===== src/rtl/contador_passo_varredura_m.sv =====
// contador_passo_varredura_m: up/down position counter with step, saturate/wrap, load, flags, limit pulse and optional ping-pong sweep
// Optional feature macro: CONTADOR_VARREDURA_EN (compiles in varre and the SOBE/DESCE sweep FSM).
// Ports: clock, zera_as (async reset), zera_s (sync clear), carrega/D (sync load), soma/sub (step),
//        varre (sweep enable), Q (position), inicio/meio/fim (position flags), limite (clamp/wrap pulse),
//        sentido (sweep direction, 1 = up).
module contador_passo_varredura_m #(
   parameter int M      = 100,
   parameter int N      = 7,
   parameter int PASSO  = 1,
   parameter int SATURA = 1
) (
   input  logic         clock,
   input  logic         zera_as,
   input  logic         zera_s,
   input  logic         carrega,
   input  logic [N-1:0] D,
   input  logic         soma,
   input  logic         sub,
   input  logic         varre,
   output logic [N-1:0] Q,
   output logic         inicio,
   output logic         meio,
   output logic         fim,
   output logic         limite,
   output logic         sentido
);
   localparam logic [N:0] LM   = (N+1)'(M);
   localparam logic [N:0] LTOP = (N+1)'(M-1);
   localparam logic [N:0] LP   = (N+1)'(PASSO);
   localparam logic [N:0] LMID = (N+1)'(M/2-1);
   logic [N-1:0] q_q, q_d;
   logic         lim_q, lim_d, sen_q, sen_d;
   logic [N:0]   qx, up_s, up_sat, up_man, dn_sat, dn_man;
   logic         up_ov, dn_un;
   // one extra bit keeps Q+PASSO and Q+M-PASSO from overflowing
   assign qx     = {1'b0, q_q};
   assign up_s   = qx + LP;
   assign up_ov  = up_s > LTOP;
   assign up_sat = up_ov ? LTOP : up_s;
   assign up_man = !up_ov ? up_s : (SATURA != 0) ? LTOP : up_s - LM;
   assign dn_un  = qx < LP;
   assign dn_sat = dn_un ? '0 : qx - LP;
   assign dn_man = !dn_un ? qx - LP : (SATURA != 0) ? '0 : qx + LM - LP;
`ifdef CONTADOR_VARREDURA_EN
`else
   logic unused_varre;
   assign unused_varre = varre;
`endif
   always_comb begin
      q_d   = q_q;
      lim_d = 1'b0;
      sen_d = sen_q;
      if (zera_s) begin
         q_d   = '0;
         sen_d = 1'b1;
      end else if (carrega)
         q_d = ({1'b0, D} > LTOP) ? LTOP[N-1:0] : D;
      else if (soma && sub)
         q_d = q_q;
      else if (soma) begin
         q_d   = up_man[N-1:0];
         lim_d = up_ov;
      end else if (sub) begin
         q_d   = dn_man[N-1:0];
         lim_d = dn_un;
      end
`ifdef CONTADOR_VARREDURA_EN
      // sweep always saturates; landing on a bound flips direction
      else if (varre) begin
         q_d   = sen_q ? up_sat[N-1:0] : dn_sat[N-1:0];
         lim_d = sen_q ? up_ov : dn_un;
         sen_d = sen_q ? (up_sat != LTOP) : (dn_sat == '0);
      end
`else
      sen_d = 1'b1;
`endif
   end
   always_ff @(posedge clock or posedge zera_as)
      if (zera_as) begin
         q_q   <= '0;
         lim_q <= 1'b0;
         sen_q <= 1'b1;
      end else begin
         q_q   <= q_d;
         lim_q <= lim_d;
         sen_q <= sen_d;
      end
   assign Q       = q_q;
   assign limite  = lim_q;
   assign sentido = sen_q;
   assign inicio  = q_q == '0;
   assign meio    = qx == LMID;
   assign fim     = qx == LTOP;
endmodule

===== config.mk =====
export PLATFORM = sky130hd
export DESIGN_NAME = contador_passo_varredura_m
export DESIGN_NICKNAME = d
export VERILOG_FILES = /design/src/rtl/contador_passo_varredura_m.sv
export SDC_FILE = /design/constraint.sdc
export NUM_CORES = 1
export LEC_CHECK = 0
export CAP_MARGIN = 25
export CORE_MARGIN = 10
export CORE_UTILIZATION = 30
export DETAILED_ROUTE_END_ITERATION = 16
export PLACE_DENSITY = 0.64
export SLEW_MARGIN = 30
export SYNTH_ARGS = -nofsm -noshare
export SYNTH_HDL_FRONTEND = slang
export SYNTH_SLANG_ARGS = --single-unit

===== constraint.sdc =====
create_clock -name clock -period 2.5 [get_ports clock]
set_input_delay 0.25 -clock clock [delete_from_list [all_inputs] [get_ports clock]]
set_output_delay 0.25 -clock clock [all_outputs]
set_load 0.02 [all_outputs]

# ---- Word level (Yosys, flattened, before mapping)
# Cells that the tools add are included.
dict set report totals {
  elab_cells 27
  ramBits 0
  latch_bits 0
  input_bits 14
  mem_bits_ro 0
  n_memories 0
  ff_bits 8
  output_inout_bits 12
}
dict set report op_classes {
  multipliers 0
  bitwise_logic 0
  n_eq_ne 3
  reduce_logical 4
  div_mod_pow 0
  n_mux 13
  n_addsub 2
  magnitude_cmp 3
  n_shift 0
}
# op count
set op_table {}
lappend op_table {{$mux W7} 8}
lappend op_table {{$add A7 B1 Y8 const B} 1}
lappend op_table {{$gt A8 B7 Y1 const B} 1}
lappend op_table {{$eq A7 B6 Y1 const B} 1}
lappend op_table {{$eq A7 B7 Y1 const B} 1}
lappend op_table {{$gt A7 B7 Y1 const B} 1}
lappend op_table {{$logic_not A7 Y1} 1}
lappend op_table {{$lt A7 B1 Y1 const B} 1}
lappend op_table {{$sub A7 B1 Y7 const B} 1}
lappend op_table {{$mux W1} 5}
lappend op_table {{$reduce_bool A4 Y1} 1}
lappend op_table {{$ne A3 B3 Y1 const B} 1}
lappend op_table {{$reduce_and A2 Y1} 1}
lappend op_table {{$logic_and A1 B1 Y1} 1}

# ---- Depth between registers and ports, before layout
dict set report depth {
  ltp_word 7
  mapped_depth 9
  mapped_depth_nobuf 8
}

# ---- Least setup slack after synthesis
# Ideal clock, no wire load.
dict set report synth_timing {
  path_kind {flip-flop to flip-flop}
  startpoint {register q_q[0] (netlist: Q[0])}
  endpoint {register q_q[2] (netlist: Q[2])}
  t_arrival_ns 1.877
  stages_incl_launch_ff 8
  period_less_slack_ns 2.010
  required_ns 2.367
  n_path_buf 0
  slack_ns 0.490
  cell_sequence {dfrtp_1 -> ha_1 -> xnor2_1 -> a31o_2 -> a31oi_2 -> a21oi_1 -> a2111oi_0 -> nor2_1}
}
dict set report synth_via {
  elab_chain_cells 7
  elab_cells_between_ends 11
}
# item line_no
set synth_lines {}
lappend synth_lines {{from (decl)} 31} ;# logic [N-1:0] q_q, q_d;
lappend synth_lines {{from (signal assigned)} 84} ;# q_q <= q_d;
lappend synth_lines {{$add A7 B1 Y8 (tied with other cells)} 37} ;# assign up_s = qx + LP;
lappend synth_lines {{$gt A8 B7 Y1 or $mux W7 (tied branches)} {38, 43}}
lappend synth_lines {{$mux W7, on equally long branches} {40, 63}}
lappend synth_lines {{$mux W7 (*)} 60} ;# else if (soma) begin
lappend synth_lines {{$mux W7 (*)} 58} ;# else if (soma && sub)
lappend synth_lines {{$mux W7 (*)} 56} ;# end else if (carrega)
lappend synth_lines {{$mux W7 (*)} 53} ;# if (zera_s) begin
# Mark *: on every way between the ends. The rest lies on a longest branch, timed or not. The select of a mux whose other input is x is not followed.
# A chain may end at the register's enable or synchronous reset.

# ---- Final worst setup path
dict set report layout_timing {
  startpoint {register q_q[2] (netlist: Q[2])}
  endpoint {output port meio}
}
dict set report layout_via {
  elab_chain_cells 1
}
# item line_no
set layout_lines {}
lappend layout_lines {{$eq A7 B6 Y1} 92} ;# assign meio = qx == LMID;
lappend layout_lines {{to (decl)} 22} ;# output logic meio,
# Every way passes these cells.

==> summary.md <==
| Metric | Value |
|---|---|
| Final Worst Setup Slack | 0.257 ns |
| # clock sinks | 8 |
| DIE AREA | 0.00606 mm² |
| Die X | 77.8 µm |
| Clock root buffer master | clkbuf_4 |
| FF-to-FF Start | Q[0] |
| Worst Setup Path Type | flop to primary output |
| TritonCTS clock tree | built |
| Port Buf Inserts | 23 |
| Seq pwr share | 33.7% |
| Routed vias | 1097 |
| Wire per inst | 14.5 µm |
| Worst r2r path cells | 7 |
| # IOs | 26 |
| Internal power component | 0.293 mW |
| Buffer count from post-CTS setup fixing | 0 |
| Worst Hold Class | input pin to asynchronous set/reset pin |
| Maximum vdd ir drop | 0.250 mV |
| Switching Power | 0.183 mW |
| Global-route wire length before repair | 5180 µm |
| Gr ovfl total | 0 |
| Net Count, Synth | 156 |
| Synth Instances | 137 |
| Power per Cell Area | 371 mW/mm² |
| Synth warn | 0 |
| Final WL | 2940 µm |
| Diode count | 0 |
| DRC | 0 |
| Reg2Reg Setup Slack | 0.34 ns |
| Initial Util | 32.1% |
| Fmax | 446 MHz |
| Synth Register Bits | 8 |
| Critical Path AT | 1.99 ns |
| Final nets | 180 |
| Crit end category | primary output |
| P_leak | 0.501 nW |
| Combinational power share | 45.4% |
| Initial DRT Pass Iterations | 4 |
| Outcome | finished, final reports clean |
| Synthesized cell area | 0.00100 mm² |
| Synth top area share | 20.0% |
| Power share of the clock group | 21.0% |
| Total CTS buffers | 3 |
| Largest cells by area after synthesis | dfrtp_1 (20%), ha_1 (6.2%), a21oi_1 (5.5%), nand2_1 (4.9%), nor2_1 (4.9%) |
| Dpl hpwl | 2450 µm |
| Top FF cell, synth | dfrtp_1 |
| Initial antenna violation count | 0 |
| P&R area growth vs syn | 27.9% |
| Max-slew violations | 0 |
| CP Launch Point | Q[2] |
| Register area | 200 µm² |
| Final Critical Period | 2.24 ns |
| Seq/Total Area, Yosys | 20.0% |
| Synth area leader | dfrtp_1 |
| Total chip power | 0.476 mW |
| Ys async rst share | 100% |
| EDFF count, synth | 0 |
| Clk Latency, worst-skew pair | 0.26 ns |
| H-tree lvl count | 1 |
| Setup tns final | 0 ns |
| Clk pin slew, worst setup/hold paths | 0.06 ns |
| Core ar. | 0.00313 mm² |
| Utilization after layout | 41.0% |
| Net Sw Frac | 38.4% |
| Max-cap viol count | 0 |
| Multi-input logic area | 704 µm² |
| Crit path launch type | flop |
| Clk_skew | 0.00699 ns |
| Final estimated routing congestion in global placement | 0.857 |
| CTS max path bufs | 2 |
| Number of gates resized after cts | 0 |
| RSZ-0062 raised after global routing | no |
| First-iteration detailed-routing DRC count | 148 |
| Synth top cells by count | nand2_1 (13), nor2_1 (13), a21oi_1 (11), dfrtp_1 (8) |
| Chip height | 77.8 µm |
| Setup WS pre-CTS | 0.328 ns |
| Vias in the first global route | 1109 |
| CP required | 2.25 ns |
| Yosys cell types | 49 |
| Mean area per synthesized cell | 7.32 µm² |
| Critical Path Fanout Max | 7 |
| Final hold vios | 0 |
| Share of post-route cells with drive strength above 1 | 12.6% |
| # fillers | 316 |
| Row count | 20 |
| Hold Buf Count CTS | 0 |
| Vias per cell | 5.40 |
| Period utilization | 89.7% |
| Largest net degree at the start of global routing | 14 |
| Final ANT Viol Nets | 0 |
| Setup violators final | 0 |
| Hold WS | 0.234 ns |
| Gr usage total | 9.89% |
==> layer usage <==
metal | GRT usage, % | wire length, µm | up-vias
met5 | 0 | 0 | -
met4 | 1.64 | 17 | 0
met3 | 1.84 | 180 | 2
met2 | 17.4 | 1460 | 42
met1 | 12.2 | 1290 | 509
li1 | - | - | 544
==> sequential cells by signal (all words and copies together) (netlist names) <==
register	count
limite	1
Q	7
==> power by group through the flow <==
stage	clock network [mW]	registers [mW]	logic (mW)
after global routing	0.110	0.162	0.240
after detailed placement	0	0.163	0.215
final	0.0998	0.161	0.216
after floorplan	0	0.162	0.140
after global placement	0	0.162	0.211
after CTS	0.101	0.160	0.216
==> critical path, cell delays in order, from the launching register on <==
cell and delay, ns:
dfrtp_1 0.45, or2_2 0.35, nor4_1 0.26, clkdlybuf4s50_1 0.66
==> stage by stage <==
| stage | cells | area [µm²] |
|---|---|---|
| after global routing | 203 | 1280 |
| final | 203 | 1280 |
| after global placement | 200 | 1260 |
| after CTS | 203 | 1280 |
| after floorplan | 137 | 1000 |
| after detailed placement | 200 | 1260 |
==> worst paths after layout <==
path                          end
min                          Q[4]
max reg2reg                  Q[2]
max                          meio
min reg2reg                  Q[2]
min in group clock           Q[6]
max in group asynchronous  limite
==> final cells by class <==
type,instances,area share (%)
clock buffer,3,1.75
timing repair buffer,29,21.4
tap,44,4.29
sequential,8,15.6
multi-input combinational,112,54.9
inverter,7,2.05
==> cell families (layout without fill, tap and decap cells) <==
| group | count (synthesis) | count (layout) | share of synthesized area (%) |
|---|---|---|---|
| adders and majority gates | 5 | 5 | 6.23 |
| buffers and inverters | 17 | 39 | 9.85 |
| xor gates and xnor gates | 1 | 1 | 0.873 |
| and+or+nand+nor | 65 | 65 | 34.9 |
| DFF | 8 | 8 | 19.9 |
| other | 1 | 1 | 0.374 |
| AOI/OAI and AO/OA | 40 | 40 | 27.8 |
==> cells in the final DEF, fill, tap and decap left out, types with 2 or more instances in the layout <==
cell	count
or2_2	3
clkdlybuf4s50_1	23
nand3_1	5
a21oi_1	11
dfrtp_1	8
o211ai_1	2
nor2_1	13
nand2b_1	4
nand2_1	13
and2_1	2
a31oi_1	2
o31ai_1	3
nand4_1	3
buf_4	6
o21ai_0	7
ha_1	5
nor3_1	7
clkbuf_4	3
inv_1	7
nor4_1	3
and2b_1	2
Note: power is estimated with default switching activity, not from simulation.
